==> config.mk <==
export PLATFORM = sky130hd
export DESIGN_NAME = clock_set_ctrl
export DESIGN_NICKNAME = d
export VERILOG_FILES = /design/src/rtl/clock_set_ctrl_pkg.sv /design/src/rtl/clock_set_ctrl_key_repeat.sv /design/src/rtl/clock_set_ctrl.sv
export SDC_FILE = /design/constraint.sdc
export NUM_CORES = 1
export LEC_CHECK = 0
export ABC_AREA = 1
export ABC_CLOCK_PERIOD_IN_PS = 2000
export BUFFER_PORTS_ARGS = -buffer_cell sky130_fd_sc_hd__buf_4
export CORE_ASPECT_RATIO = 1.5
export CORE_MARGIN = 4
export CORE_UTILIZATION = 38
export DETAILED_ROUTE_END_ITERATION = 8
export GPL_ROUTABILITY_DRIVEN = 1
export GPL_TIMING_DRIVEN = 1
export PLACE_DENSITY = 0.57
export SLEW_MARGIN = 20
export SYNTH_ARGS = -nofsm -noshare
export SYNTH_HDL_FRONTEND = slang
export SYNTH_HIERARCHICAL = 1
export SYNTH_SLANG_ARGS = --single-unit
==> constraint.sdc <==
create_clock -name CLK -period 2 [get_ports CLK]
set_input_delay 0 -clock CLK [delete_from_list [all_inputs] [get_ports CLK]]
set_output_delay 0 -clock CLK [all_outputs]
set_load 0.02 [all_outputs]
==> src/rtl/clock_set_ctrl_pkg.sv <==
// Shared encodings for the MM:SS clock mode/set controller.
package clock_set_ctrl_pkg;

    localparam int unsigned MODE_W  = 2;
    localparam int unsigned BLANK_W = 4;
    localparam int unsigned TO_W    = 6;

    // Controller states; 2'b11 is never entered on purpose.
    typedef enum logic [MODE_W-1:0] {
        MODE_RUN     = 2'b00,
        MODE_SET_MIN = 2'b01,
        MODE_SET_SEC = 2'b10
    } mode_e;

    // Digit positions in the blank mask.
    localparam logic [1:0] BLANK_SEC_ONES = 2'd0;
    localparam logic [1:0] BLANK_SEC_TENS = 2'd1;
    localparam logic [1:0] BLANK_MIN_ONES = 2'd2;
    localparam logic [1:0] BLANK_MIN_TENS = 2'd3;

    // Darken the field being set while the blink phase is 1.
    function automatic logic [BLANK_W-1:0] blank_mask(input mode_e mode, input logic phase);
        logic [BLANK_W-1:0] m;
        m = '0;
        case (mode)
            MODE_SET_MIN: begin
                m[BLANK_MIN_TENS] = phase;
                m[BLANK_MIN_ONES] = phase;
            end
            MODE_SET_SEC: begin
                m[BLANK_SEC_TENS] = phase;
                m[BLANK_SEC_ONES] = phase;
            end
            default: m = '0;
        endcase
        return m;
    endfunction

endpackage

==> src/rtl/clock_set_ctrl_key_repeat.sv <==
// Key press detector: one-cycle pulse on a rising level, with optional
// hold-to-repeat (first repeat REPEAT_DELAY cycles after the press, then
// every REPEAT_RATE cycles) when REPEAT_EN is set.
module key_repeat #(
    parameter bit          REPEAT_EN    = 1'b0,
    parameter int unsigned REPEAT_DELAY = 25_000_000,
    parameter int unsigned REPEAT_RATE  = 5_000_000
) (
    input  logic clk,
    input  logic rst,
    input  logic key,
    input  logic arm_en,
    input  logic cancel,
    output logic press_c,
    output logic rep_c
);

    localparam int unsigned CNT_MAX = (REPEAT_DELAY > REPEAT_RATE) ? REPEAT_DELAY : REPEAT_RATE;
    localparam int unsigned CNT_W   = (CNT_MAX > 1) ? $clog2(CNT_MAX) : 1;

    logic             key_q;
    logic             armed_q, armed_d;
    logic [CNT_W-1:0] cnt_q, cnt_d;

    assign press_c = key & ~key_q;
    assign rep_c   = REPEAT_EN & armed_q & key & (cnt_q == '0);

    // Arm on an accepted press; release or state change disarms at once.
    always_comb begin
        armed_d = armed_q;
        cnt_d   = cnt_q;
        if (cancel || !key) begin
            armed_d = 1'b0;
        end else if (press_c && arm_en && REPEAT_EN) begin
            armed_d = 1'b1;
        end
        if (press_c) begin
            cnt_d = CNT_W'(REPEAT_DELAY - 1);
        end else if (rep_c) begin
            cnt_d = CNT_W'(REPEAT_RATE - 1);
        end else if (cnt_q != '0) begin
            cnt_d = cnt_q - CNT_W'(1);
        end
    end

    // Previous key sample, arm flag and repeat countdown.
    always_ff @(posedge clk) begin
        if (rst) begin
            key_q   <= 1'b0;
            armed_q <= 1'b0;
            cnt_q   <= '0;
        end else begin
            key_q   <= key;
            armed_q <= armed_d;
            cnt_q   <= cnt_d;
        end
    end

endmodule

==> src/rtl/clock_set_ctrl.sv <==
// Mode/set controller for the MM:SS clock: RUN / SET_MIN / SET_SEC sequencing,
// seconds count gating, increment pulses, set-field blink and set timeout.
// Build option: CLOCK_SET_CTRL_AUTOREPEAT_EN enables hold-to-repeat on KEY_UP.
module clock_set_ctrl
    import clock_set_ctrl_pkg::*;
#(
    parameter int unsigned BLINK_DIV    = 12_500_000,
    parameter int unsigned TIMEOUT_SEC  = 10,
    parameter int unsigned REPEAT_DELAY = 25_000_000,
    parameter int unsigned REPEAT_RATE  = 5_000_000
) (
    input  logic               CLK,
    input  logic               RST,
    input  logic               EN1HZ,
    input  logic               KEY_MODE,
    input  logic               KEY_UP,
    output logic               CNT_EN,
    output logic               SEC_INC,
    output logic               MIN_INC,
    output logic [BLANK_W-1:0] BLANK,
    output logic [MODE_W-1:0]  MODE
);

    localparam int unsigned BLINK_W = (BLINK_DIV > 1) ? $clog2(BLINK_DIV) : 1;

`ifdef CLOCK_SET_CTRL_AUTOREPEAT_EN
    localparam bit UP_REPEAT_EN = 1'b1;
`else
    localparam bit UP_REPEAT_EN = 1'b0;
`endif

    mode_e              state_q, state_d;
    logic [TO_W-1:0]    to_q, to_d;
    logic [BLINK_W-1:0] blink_q, blink_d;
    logic               phase_q, phase_d;
    logic               cnt_en_q, cnt_en_d;
    logic               sec_inc_q, sec_inc_d;
    logic               min_inc_q, min_inc_d;
    logic [BLANK_W-1:0] blank_q, blank_d;

    logic mode_press, mode_rep, up_press, up_rep;
    logic mode_evt, up_evt, in_set, up_ok, timeout;
    logic up_cancel;

    // KEY_MODE never repeats; KEY_UP repeats only when built with the option.
    key_repeat #(
        .REPEAT_EN    (1'b0),
        .REPEAT_DELAY (REPEAT_DELAY),
        .REPEAT_RATE  (REPEAT_RATE)
    ) u_key_mode (
        .clk     (CLK),
        .rst     (RST),
        .key     (KEY_MODE),
        .arm_en  (1'b0),
        .cancel  (1'b0),
        .press_c (mode_press),
        .rep_c   (mode_rep)
    );

    key_repeat #(
        .REPEAT_EN    (UP_REPEAT_EN),
        .REPEAT_DELAY (REPEAT_DELAY),
        .REPEAT_RATE  (REPEAT_RATE)
    ) u_key_up (
        .clk     (CLK),
        .rst     (RST),
        .key     (KEY_UP),
        .arm_en  (up_ok),
        .cancel  (up_cancel),
        .press_c (up_press),
        .rep_c   (up_rep)
    );

    assign mode_evt  = mode_press | mode_rep;
    assign up_evt    = up_press | up_rep;
    assign in_set    = (state_q == MODE_SET_MIN) || (state_q == MODE_SET_SEC);
    assign up_ok     = in_set & ~mode_evt;
    assign timeout   = in_set & EN1HZ & ~up_evt & (to_q == TO_W'(TIMEOUT_SEC - 1));
    assign up_cancel = (state_d != state_q);

    // Next state and next registered outputs; a MODE edge beats an UP edge,
    // and an UP edge beats the terminal timeout tick.
    always_comb begin
        state_d   = state_q;
        to_d      = to_q;
        blink_d   = blink_q;
        phase_d   = phase_q;
        cnt_en_d  = 1'b0;
        sec_inc_d = 1'b0;
        min_inc_d = 1'b0;
        blank_d   = '0;

        case (state_q)
            MODE_RUN:     if (mode_evt) state_d = MODE_SET_MIN;
            MODE_SET_MIN: if (mode_evt) state_d = MODE_SET_SEC;
                          else if (timeout) state_d = MODE_RUN;
            MODE_SET_SEC: if (mode_evt || timeout) state_d = MODE_RUN;
            default:      state_d = MODE_RUN;
        endcase

        min_inc_d = up_ok && up_evt && (state_q == MODE_SET_MIN);
        sec_inc_d = up_ok && up_evt && (state_q == MODE_SET_SEC);
        cnt_en_d  = EN1HZ && (state_q == MODE_RUN) && (state_d == MODE_RUN);

        if ((state_d != state_q) || mode_evt || up_evt) begin
            to_d = '0;
        end else if (in_set && EN1HZ) begin
            to_d = to_q + TO_W'(1);
        end

        if ((state_d != state_q) || min_inc_d || sec_inc_d || (state_d == MODE_RUN)) begin
            blink_d = '0;
            phase_d = 1'b0;
        end else if (blink_q == BLINK_W'(BLINK_DIV - 1)) begin
            blink_d = '0;
            phase_d = ~phase_q;
        end else begin
            blink_d = blink_q + BLINK_W'(1);
        end

        blank_d = blank_mask(state_d, phase_d);
    end

    // State, counters and output registers.
    always_ff @(posedge CLK) begin
        if (RST) begin
            state_q   <= MODE_RUN;
            to_q      <= '0;
            blink_q   <= '0;
            phase_q   <= 1'b0;
            cnt_en_q  <= 1'b0;
            sec_inc_q <= 1'b0;
            min_inc_q <= 1'b0;
            blank_q   <= '0;
        end else begin
            state_q   <= state_d;
            to_q      <= to_d;
            blink_q   <= blink_d;
            phase_q   <= phase_d;
            cnt_en_q  <= cnt_en_d;
            sec_inc_q <= sec_inc_d;
            min_inc_q <= min_inc_d;
            blank_q   <= blank_d;
        end
    end

    assign CNT_EN  = cnt_en_q;
    assign SEC_INC = sec_inc_q;
    assign MIN_INC = min_inc_q;
    assign BLANK   = blank_q;
    assign MODE    = state_q;

endmodule

==> results of run 1 <==
==> stage by stage <==
step / util (%) / total power, mW / hold WS (ns)
finish: 45.8 / 1.91 / 0.453
global route: 45.8 / 2.01 / 0.486
CTS: 45.2 / 1.91 / 0.459
detailed placement: 42.5 / 1.24 / 0.246
global placement: 42.5 / 1.24 / 0.217
floorplan: - / 1.18 / 0.0724
==> worst max path at each step <==
stage / start / end / slack, ns / cells after the start
after floorplan: MODE[1] / blink_q[6] / 0.06 / 13
after global placement: MODE[0] / blink_q[2] / 0.09 / 12
after detailed placement: MODE[1] / blink_q[3] / 0.05 / 12
after CTS: MODE[1] / blink_q[3] / 0.03 / 12
after global routing: MODE[1] / blink_q[18] / -0.03 / 13
final: MODE[0] / blink_q[19] / 0.08 / 12
==> timing repair <==
| item | in CTS | in global routing |
|---|---|---|
| hold buffers | 5 | 0 |
| hold endpoints to repair | 8 | 0 |
| endpoints found under the setup margin | 0 | 28 |
| resized for setup | 0 | 3 |
==> metal layers <==
layer,up-vias,part of all wire (%)
met2,28,56
li1,956,-
met3,13,2.7
met1,824,39
met4,0,2.9
met5,-,0
==> registers in the layout (all words and copies together) (netlist names) <==
| register | count |
|---|---|
| blink_q | 24 |
| MODE | 2 |
| u_key_mode/key_q | 1 |
| BLANK | 2 |
| to_q | 6 |
| CNT_EN | 1 |
| SEC_INC | 1 |
| MIN_INC | 1 |
| phase_q | 1 |
| u_key_up/key_q | 1 |
==> power groups by stage <==
stage / logic, mW / clock network [mW] / registers, mW
2_1_floorplan: 0.317 / 0 / 0.860
3_3_place_gp: 0.395 / 0 / 0.843
3_5_place_dp: 0.398 / 0 / 0.844
4_1_cts: 0.407 / 0.673 / 0.825
5_1_grt: 0.474 / 0.713 / 0.827
6_report: 0.439 / 0.649 / 0.825
==> area by class of cell <==
type	count	share of cell area, %
Inverter	44	6.10
Multi-Input combinational cell	205	48.4
Sequential cell	40	29.7
Clock inverter	2	1.29
Timing Repair Buffer	25	8.50
Tap cell	72	3.33
Clock buffer	6	2.68
==> worst reg2reg max path, stage by stage, from the launching register on <==
cell and delay [ns]:
dfxtp_2 0.34, inv_2 0.05, ha_1 0.32, nand2_2 0.13
nor2_4 0.05, nand2_2 0.09, nand2_2 0.08, nand2_2 0.09
nand2_4 0.08, a21oi_4 0.17, nand4_4 0.14, clkbuf_16 0.24
nor2_4 0.09
==> results.sh, run 1 <==
export IMPL_status="finished clean"
export IMPL_clockBufferDepth=2
export IMPL_numPortBuffers=13
export IMPL_drv_cap=0
export IMPL_numPlacedInstances=380
export IMPL_syn_num_nets=308
export IMPL_dieArea_um2=7510
export IMPL_clkTransAtPathRegs_ns=0.08
export IMPL_reg2reg_setup_slack_ns=0.08
export IMPL_cp_top_family="simple AND/OR/NAND/NOR gates"
export IMPL_rows=34
export IMPL_p_seq_share_pct=43.1
export IMPL_rsz0062_at_grt="true"
export IMPL_multi_input_area_um2=1310
export IMPL_swShare_pct=29.9
export IMPL_crit_top_cell="nand2_2"
export IMPL_vias_per_cell=4.62
export IMPL_final_common_cell="nand2_1"
export IMPL_finalMaxSlewViolations=0
export IMPL_setup_viol_count_final=0
export IMPL_cts_tree="built"
export IMPL_fin_skew_ns=0.00761
export IMPL_ff2ff_path_depth=12
export IMPL_crit_fanout=12
export IMPL_synth_area_per_cell_um2=7.91
export IMPL_hp_class="reg -> reg"
export IMPL_power_switching_mw=0.572
export IMPL_postPlaceCellArea_um2=2510
export IMPL_p_clk_share_pct=33.9
export IMPL_final_seq_area_um2=803
export IMPL_leakagePower_nw=0.943
export IMPL_wire_per_inst_um=11.7
export IMPL_route_detailed_drc=0
export IMPL_end_kind="register"
export IMPL_antenna_found_initial=0
export IMPL_final_cell_count_no_fill=394
export IMPL_grt_pass1_vias=1844
export IMPL_min_from="blink_q[0]"
export IMPL_clock_sinks=40
export IMPL_max_freq_mhz=522
export IMPL_arrival_ns=2.15
export IMPL_grt_use_met1_pct=13.6
export IMPL_yosys_warnings=6
export IMPL_drtPass1Iterations=4
export IMPL_fp_coreArea_um2=5910
export IMPL_max_stage_delay_ns=0.34
export IMPL_timing_rr_start="MODE[0]"
export IMPL_power_density_nw_per_um2=707
export IMPL_syn_area_um2=2340
export IMPL_first_iter_violations=66
export IMPL_numCtsBuffers=5
export IMPL_grt_max_degree=25
export IMPL_clock_latency_ns=0.29
export IMPL_routed_wl_mm=4.59
export IMPL_crit_chain="inv_2 > ha_1 > nand2_2 > nor2_4 > nand2_2 > nand2_2 > nand2_2 > nand2_4 > a21oi_4 > nand4_4 > clkbuf_16 > nor2_4"
export IMPL_num_antenna_cells=0
export IMPL_mostFrequentLayoutCells="nand2_1 (46), nor2_1 (40), inv_1 (39), dfxtp_1 (38), nor2_4 (23)"
export IMPL_netlist_instances=296
export IMPL_critPathKind="reg -> reg"
export IMPL_min_to="blink_q[0]"
export IMPL_dp_slack_ns=0.0523
export IMPL_fin_nets=333
export IMPL_comb_power_share_pct=23.0
export IMPL_cp_start_kind="register"
export IMPL_grt_pass1_wl_mm=7.87
export IMPL_grt_use_met2_pct=24.1
export IMPL_crit_slowest_cell="dfxtp_2"
export IMPL_start_util_pct=39.6
export IMPL_io_pins=14
export IMPL_vias=1821
export IMPL_htree_levels=2
export IMPL_dieHeight_um=104
export IMPL_top_usage_layer="met2"
export IMPL_globalplace_congestion=0.823
export IMPL_nFillCells=577
export IMPL_period_share_pct=95.8
export IMPL_syn2layout_area_growth_pct=15.7
export IMPL_hold_depth=1
export IMPL_ir_drop_mv=0.300
export IMPL_fin_setup_tns_ns=0
export IMPL_use_met3_pct=3.09
export IMPL_reg2reg_to="blink_q[19]"
export IMPL_finalHoldViolations=0
export IMPL_drive_above_1_share_pct=24.5
export IMPL_critPathBufInv=2
export IMPL_finalWorstSetupSlack_ns=0.0834
export IMPL_p_int_mw=1.34
export IMPL_fin_crit_ns=1.92
export IMPL_ant_nets=0
export IMPL_post_cts_setup_buffer_count=0
export IMPL_dp_hpwl_mm=3.50
export IMPL_overflow=0
export IMPL_cp_required_ns=2.23
export IMPL_fin_area_um2=2710
export IMPL_root_buffer="clkbuf_8"
export IMPL_grt_use_total_pct=13.2
export IMPL_die_width_um=72.1
Power figures use the tool's default switching activity.
==> inputs of run 2 (changes only) <==
--- a/config.mk
+++ b/config.mk
@@ -8,7 +8,6 @@
 export ABC_AREA = 1
 export ABC_CLOCK_PERIOD_IN_PS = 2000
 export BUFFER_PORTS_ARGS = -buffer_cell sky130_fd_sc_hd__buf_4
-export CORE_ASPECT_RATIO = 1.5
 export CORE_MARGIN = 4
 export CORE_UTILIZATION = 38
 export DETAILED_ROUTE_END_ITERATION = 8
==> results.sh, run 2 (synthesis results as in run 1) <==
export IMPL_status="finished clean"
export IMPL_root_buffer="clkbuf_8"
export IMPL_period_share_pct=95.8
export IMPL_max_freq_mhz=522
export IMPL_route_detailed_drc=0
export IMPL_final_seq_area_um2=808
export IMPL_largest_reg_flops=24
export IMPL_grt_max_degree=25
export IMPL_max_stage_delay_ns=0.36
export IMPL_overflow=0
export IMPL_htree_levels=2
export IMPL_setup_viol_count_final=0
export IMPL_clockBufferDepth=2
export IMPL_fin_crit_ns=1.92
export IMPL_clkTransAtPathRegs_ns=0.08
export IMPL_crit_top_cell="nand2_1"
export IMPL_crit_slowest_cell="dfxtp_4"
export IMPL_critPathKind="reg -> reg"
export IMPL_top_register="blink_q"
export IMPL_dieHeight_um=86.5
export IMPL_finalHoldViolations=0
export IMPL_globalplace_congestion=0.853
export IMPL_grt_pass1_wl_mm=7.37
export IMPL_drtPass1Iterations=4
export IMPL_rows=28
export IMPL_ant_nets=0
export IMPL_nFillCells=596
export IMPL_power_density_nw_per_um2=659
export IMPL_antenna_found_initial=0
export IMPL_drv_cap=0
export IMPL_start_util_pct=39.3
export IMPL_ir_drop_mv=0.327
export IMPL_holdWs_ns=0.0233
export IMPL_finalWorstSetupSlack_ns=0.0843
export IMPL_drive_above_1_share_pct=25.6
export IMPL_clock_sinks=40
export IMPL_rsz0062_at_grt="false"
export IMPL_mostFrequentLayoutCells="nand2_1 (45), nor2_1 (40), dfxtp_1 (38), inv_1 (38), nor2_4 (23)"
export IMPL_wire_per_inst_um=11.2
export IMPL_arrival_ns=2.15
export IMPL_num_antenna_cells=0
export IMPL_vias_per_cell=4.45
export IMPL_clock_latency_ns=0.29
export IMPL_first_iter_violations=49
export IMPL_io_pins=14
export IMPL_dp_slack_ns=0.0280
export IMPL_die_width_um=86.5
export IMPL_hp_class="in -> reg"
export IMPL_fin_skew_ns=0.00928
export IMPL_dieArea_um2=7480
export IMPL_fp_coreArea_um2=5960
export IMPL_cts_tree="built"
export IMPL_grt_use_total_pct=12.2
export IMPL_cp_required_ns=2.24
export IMPL_numPortBuffers=13
export IMPL_syn2layout_area_growth_pct=16.9
export IMPL_multi_input_area_um2=1340
export IMPL_grt_pass1_vias=1676
export IMPL_final_common_cell="nand2_1"
export IMPL_numCtsBuffers=5
export IMPL_leakagePower_nw=0.971
export IMPL_end_kind="register"
export IMPL_fin_util_pct=45.9
export IMPL_vias=1756
export IMPL_routed_wl_mm=4.43
export IMPL_reg_largest_list="blink_q (24), to_q (6)"
export IMPL_crit_fanout=6
export IMPL_finalMaxSlewViolations=0
export IMPL_dp_hpwl_mm=3.14
export IMPL_fin_nets=334
export IMPL_crit_chain="buf_4 > ha_1 > nor2_1 > nand2_1 > nand2_1 > a21oi_2 > nand3_2 > nand2_1 > nand2_2 > nand4_4 > clkbuf_16 > nor2_4"
export IMPL_total_power_mw=1.80
export IMPL_cp_start_kind="register"
export IMPL_fin_setup_tns_ns=0
-- run 2: critical path, delay by kind of cell, from the launching register on --
kind	cells	cell delay, ns
AND/OR/NAND/NOR	8	0.87
flip-flops	1	0.36
AO/OA/AOI/OAI	1	0.05
buffers and inverters	2	0.37
adder cells (fa/ha/maj)	1	0.19
-- run 2: final timing paths --
kind | from | to | slack, ns | cells after the start
worst max-delay path | MODE[1] | blink_q[16] | 0.08 | 12
worst min-delay path | EN1HZ | CNT_EN | 0.02 | 3
worst max register to register | MODE[1] | blink_q[16] | 0.08 | 12
worst min register to register | blink_q[0] | blink_q[0] | 0.46 | 1
-- run 2: cell type report --
type                            instances  area share [%]
Sequential cell                        40            29.5
Timing Repair Buffer                   26            9.47
Clock buffer                            5            2.51
Inverter                               44            6.04
Multi-Input combinational cell        205            49.0
Tap cell                               75            3.43
-- run 2: through the flow --
stage,area [um2],cells
after floorplan,2340,296
after global placement,2500,381
after detailed placement,2500,381
after CTS,2620,391
after global routing,2740,395
final,2740,395
-- run 2: report_power, final --
group          internal, mW  total (mW)  switching [mW]  leakage (nW)
clock network         0.225       0.490           0.265        0.0359
registers             0.817       0.834          0.0173         0.325
logic                 0.191       0.480           0.289         0.610
total                  1.23        1.80           0.571         0.971
-- run 2: layer usage --
| layer | part of all wire, % | routed length [um] | global-route usage [%] |
|---|---|---|---|
| met1 | 52 | 2290 | 16.5 |
| met2 | 43 | 1890 | 18.5 |
| met3 | 3.8 | 168 | 3.14 |
| met4 | 1.8 | 81 | 4.67 |
| met5 | 0 | 0 | 0 |
-- run 2: what timing repair did --
item,4_1_cts,5_1_grt
endpoints found under the setup margin,0,30
endpoints found under the hold margin,8,0
buffers inserted,0,1
hold buffers,5,0
resized for setup,0,12
==> inputs of run 3 (changes only) <==
--- a/config.mk
+++ b/config.mk
@@ -6,14 +6,15 @@
 export NUM_CORES = 1
 export LEC_CHECK = 0
 export ABC_AREA = 1
-export ABC_CLOCK_PERIOD_IN_PS = 2000
+export ABC_CLOCK_PERIOD_IN_PS = 2100
 export BUFFER_PORTS_ARGS = -buffer_cell sky130_fd_sc_hd__buf_4
+export CAP_MARGIN = 20
 export CORE_MARGIN = 4
 export CORE_UTILIZATION = 38
 export DETAILED_ROUTE_END_ITERATION = 8
 export GPL_ROUTABILITY_DRIVEN = 1
 export GPL_TIMING_DRIVEN = 1
-export PLACE_DENSITY = 0.57
+export PLACE_DENSITY = 0.55
 export SLEW_MARGIN = 20
 export SYNTH_ARGS = -nofsm -noshare
 export SYNTH_HDL_FRONTEND = slang
==> constraint.sdc (replaced) <==
create_clock -name CLK -period 2.1 [get_ports CLK]
set_input_delay 0 -clock CLK [delete_from_list [all_inputs] [get_ports CLK]]
set_output_delay 0 -clock CLK [all_outputs]
set_load 0.02 [all_outputs]
==> results.sh, run 3 (synthesis results as in run 1) <==
export IMPL_status="finished clean"
export IMPL_finalMaxSlewViolations=0
export IMPL_grt_use_met2_pct=19.3
export IMPL_rsz0062_at_grt="false"
export IMPL_leakagePower_nw=0.935
export IMPL_p_int_mw=1.34
export IMPL_io_pins=14
export IMPL_drive_above_1_share_pct=23.5
export IMPL_use_met3_pct=2.76
export IMPL_die_width_um=86.5
export IMPL_vias=1760
export IMPL_htree_levels=2
export IMPL_rows=28
export IMPL_cp_top_family="simple AND/OR/NAND/NOR gates"
export IMPL_p_clk_share_pct=36.6
export IMPL_max_freq_mhz=517
export IMPL_start_util_pct=39.3
export IMPL_first_iter_violations=67
export IMPL_numCtsBuffers=5
export IMPL_final_common_cell="nand2_1"
export IMPL_finalHoldViolations=0
export IMPL_fin_setup_tns_ns=0
export IMPL_cp_required_ns=2.28
export IMPL_fin_area_um2=2710
export IMPL_drv_cap=0
export IMPL_overflow=0
export IMPL_fin_nets=330
export IMPL_hp_class="reg -> reg"
export IMPL_globalplace_congestion=0.842
export IMPL_routed_wl_mm=4.19
export IMPL_ant_nets=0
export IMPL_cp_start_kind="register"
export IMPL_grt_use_total_pct=12.6
export IMPL_fp_coreArea_um2=5960
export IMPL_route_detailed_drc=0
export IMPL_grt_pass1_wl_mm=7.63
export IMPL_mostFrequentLayoutCells="nand2_1 (46), nor2_1 (41), dfxtp_1 (39), inv_1 (39), nor2_4 (23)"
export IMPL_power_switching_mw=0.533
export IMPL_max_stage_delay_ns=0.32
export IMPL_fin_crit_ns=1.93
export IMPL_clock_latency_ns=0.29
export IMPL_setup_viol_count_final=0
export IMPL_dieArea_um2=7480
export IMPL_crit_slowest_cell="dfxtp_1"
export IMPL_final_seq_area_um2=802
export IMPL_crit_top_cell="nand2_1"
export IMPL_antenna_found_initial=0
export IMPL_numPortBuffers=13
export IMPL_root_buffer="clkbuf_8"
export IMPL_cts_tree="built"
export IMPL_critPathBufInv=2
export IMPL_clkTransAtPathRegs_ns=0.08
export IMPL_crit_fanout=13
export IMPL_post_cts_setup_buffer_count=0
export IMPL_swShare_pct=28.5
export IMPL_wire_per_inst_um=10.6
export IMPL_num_antenna_cells=0
export IMPL_power_density_nw_per_um2=690
export IMPL_dp_hpwl_mm=3.20
export IMPL_syn2layout_area_growth_pct=15.9
export IMPL_multi_input_area_um2=1320
export IMPL_grt_max_degree=14
export IMPL_period_share_pct=92.1
export IMPL_grt_pass1_vias=1748
export IMPL_largest_reg_flops=24
export IMPL_critPathKind="reg -> reg"
export IMPL_reg_largest_list="blink_q (24), to_q (6)"
export IMPL_grt_use_met1_pct=17.4
export IMPL_p_seq_share_pct=42.1
export IMPL_clock_sinks=40
export IMPL_fin_skew_ns=0.00806
export IMPL_end_kind="register"
export IMPL_postPlaceCellArea_um2=2510
export IMPL_dieHeight_um=86.5
export IMPL_drtPass1Iterations=4
export IMPL_top_register="blink_q"
export IMPL_clockBufferDepth=2
export IMPL_vias_per_cell=4.47
export IMPL_top_usage_layer="met2"
export IMPL_arrival_ns=2.12
export IMPL_comb_power_share_pct=21.3
export IMPL_ir_drop_mv=0.357
export IMPL_nFillCells=600
export IMPL_crit_chain="inv_1 > ha_1 > nor2_1 > nand2_1 > nand2_1 > a21oi_2 > nand3_2 > nand2_1 > nand2_1 > nand4_4 > buf_12 > nor2_1"
-- run 3: cell types whose count changed in the layout (fill, tap and decap cells not counted), moves of 2 or more --
| cell | before | now |
|---|---|---|
| clkbuf_16 | 2 | 0 |
| clkbuf_8 | 5 | 7 |
| dfxtp_4 | 2 | 0 |
| buf_4 | 17 | 14 |
-- run 3: final timing paths --
kind	startpoint	endpoint	slack (ns)	cells after the start
max	MODE[1]	blink_q[2]	0.17	12
min	blink_q[0]	blink_q[0]	0.45	1
max reg2reg	MODE[1]	blink_q[2]	0.17	12
min reg2reg	blink_q[0]	blink_q[0]	0.45	1
-- run 3: stage by stage --
stage | util [%] | hold slack, ns | power, mW | cells | setup slack (ns)
floorplan | - | 0.0724 | 1.12 | 296 | 0.0330
global route | 45.6 | 0.481 | 1.98 | 394 | 0.0103
finish | 45.6 | 0.449 | 1.87 | 394 | 0.166
global placement | 42.1 | 0.220 | 1.18 | 380 | 0.146
detailed placement | 42.1 | 0.226 | 1.18 | 380 | 0.0618
CTS | 45.2 | 0.455 | 1.89 | 394 | 0.0447
-- run 3: worst register-to-register path, stage by stage (launching register included) --
cell and delay (ns):
dfxtp_1 0.32, inv_1 0.17, ha_1 0.23, nor2_1 0.07, nand2_1 0.06, nand2_1 0.05
a21oi_2 0.16, nand3_2 0.15, nand2_1 0.09, nand2_1 0.12, nand4_4 0.16, buf_12 0.19
nor2_1 0.06
-- run 3: layer usage --
layer | vias up | wire [um]
met1 | 777 | 2220
met3 | 5 | 173
met5 | - | 0
li1 | 954 | -
met4 | 0 | 48
met2 | 24 | 1750
-- run 3: power by group through the flow --
stage,Combinational [mW],Clock (mW),Sequential (mW)
after floorplan,0.302,0,0.817
after global placement,0.377,0,0.805
after detailed placement,0.378,0,0.806
after CTS,0.387,0.711,0.788
after global routing,0.439,0.744,0.792
final,0.399,0.685,0.789
-- run 3: repair_timing --
| action | CTS | global route |
|---|---|---|
| hold buffers | 6 | 0 |
| gates resized for setup | 0 | 4 |
| hold endpoints to repair | 8 | 0 |
| setup endpoints to repair | 0 | 33 |
-- run 3: cell type report --
cell class	count	area share, %
clock inverter	1	1.11
inverter	44	6.09
sequential	40	29.6
timing repair buffer	22	7.56
multi-input combinational	205	48.7
tap	75	3.46
clock buffer	7	3.55
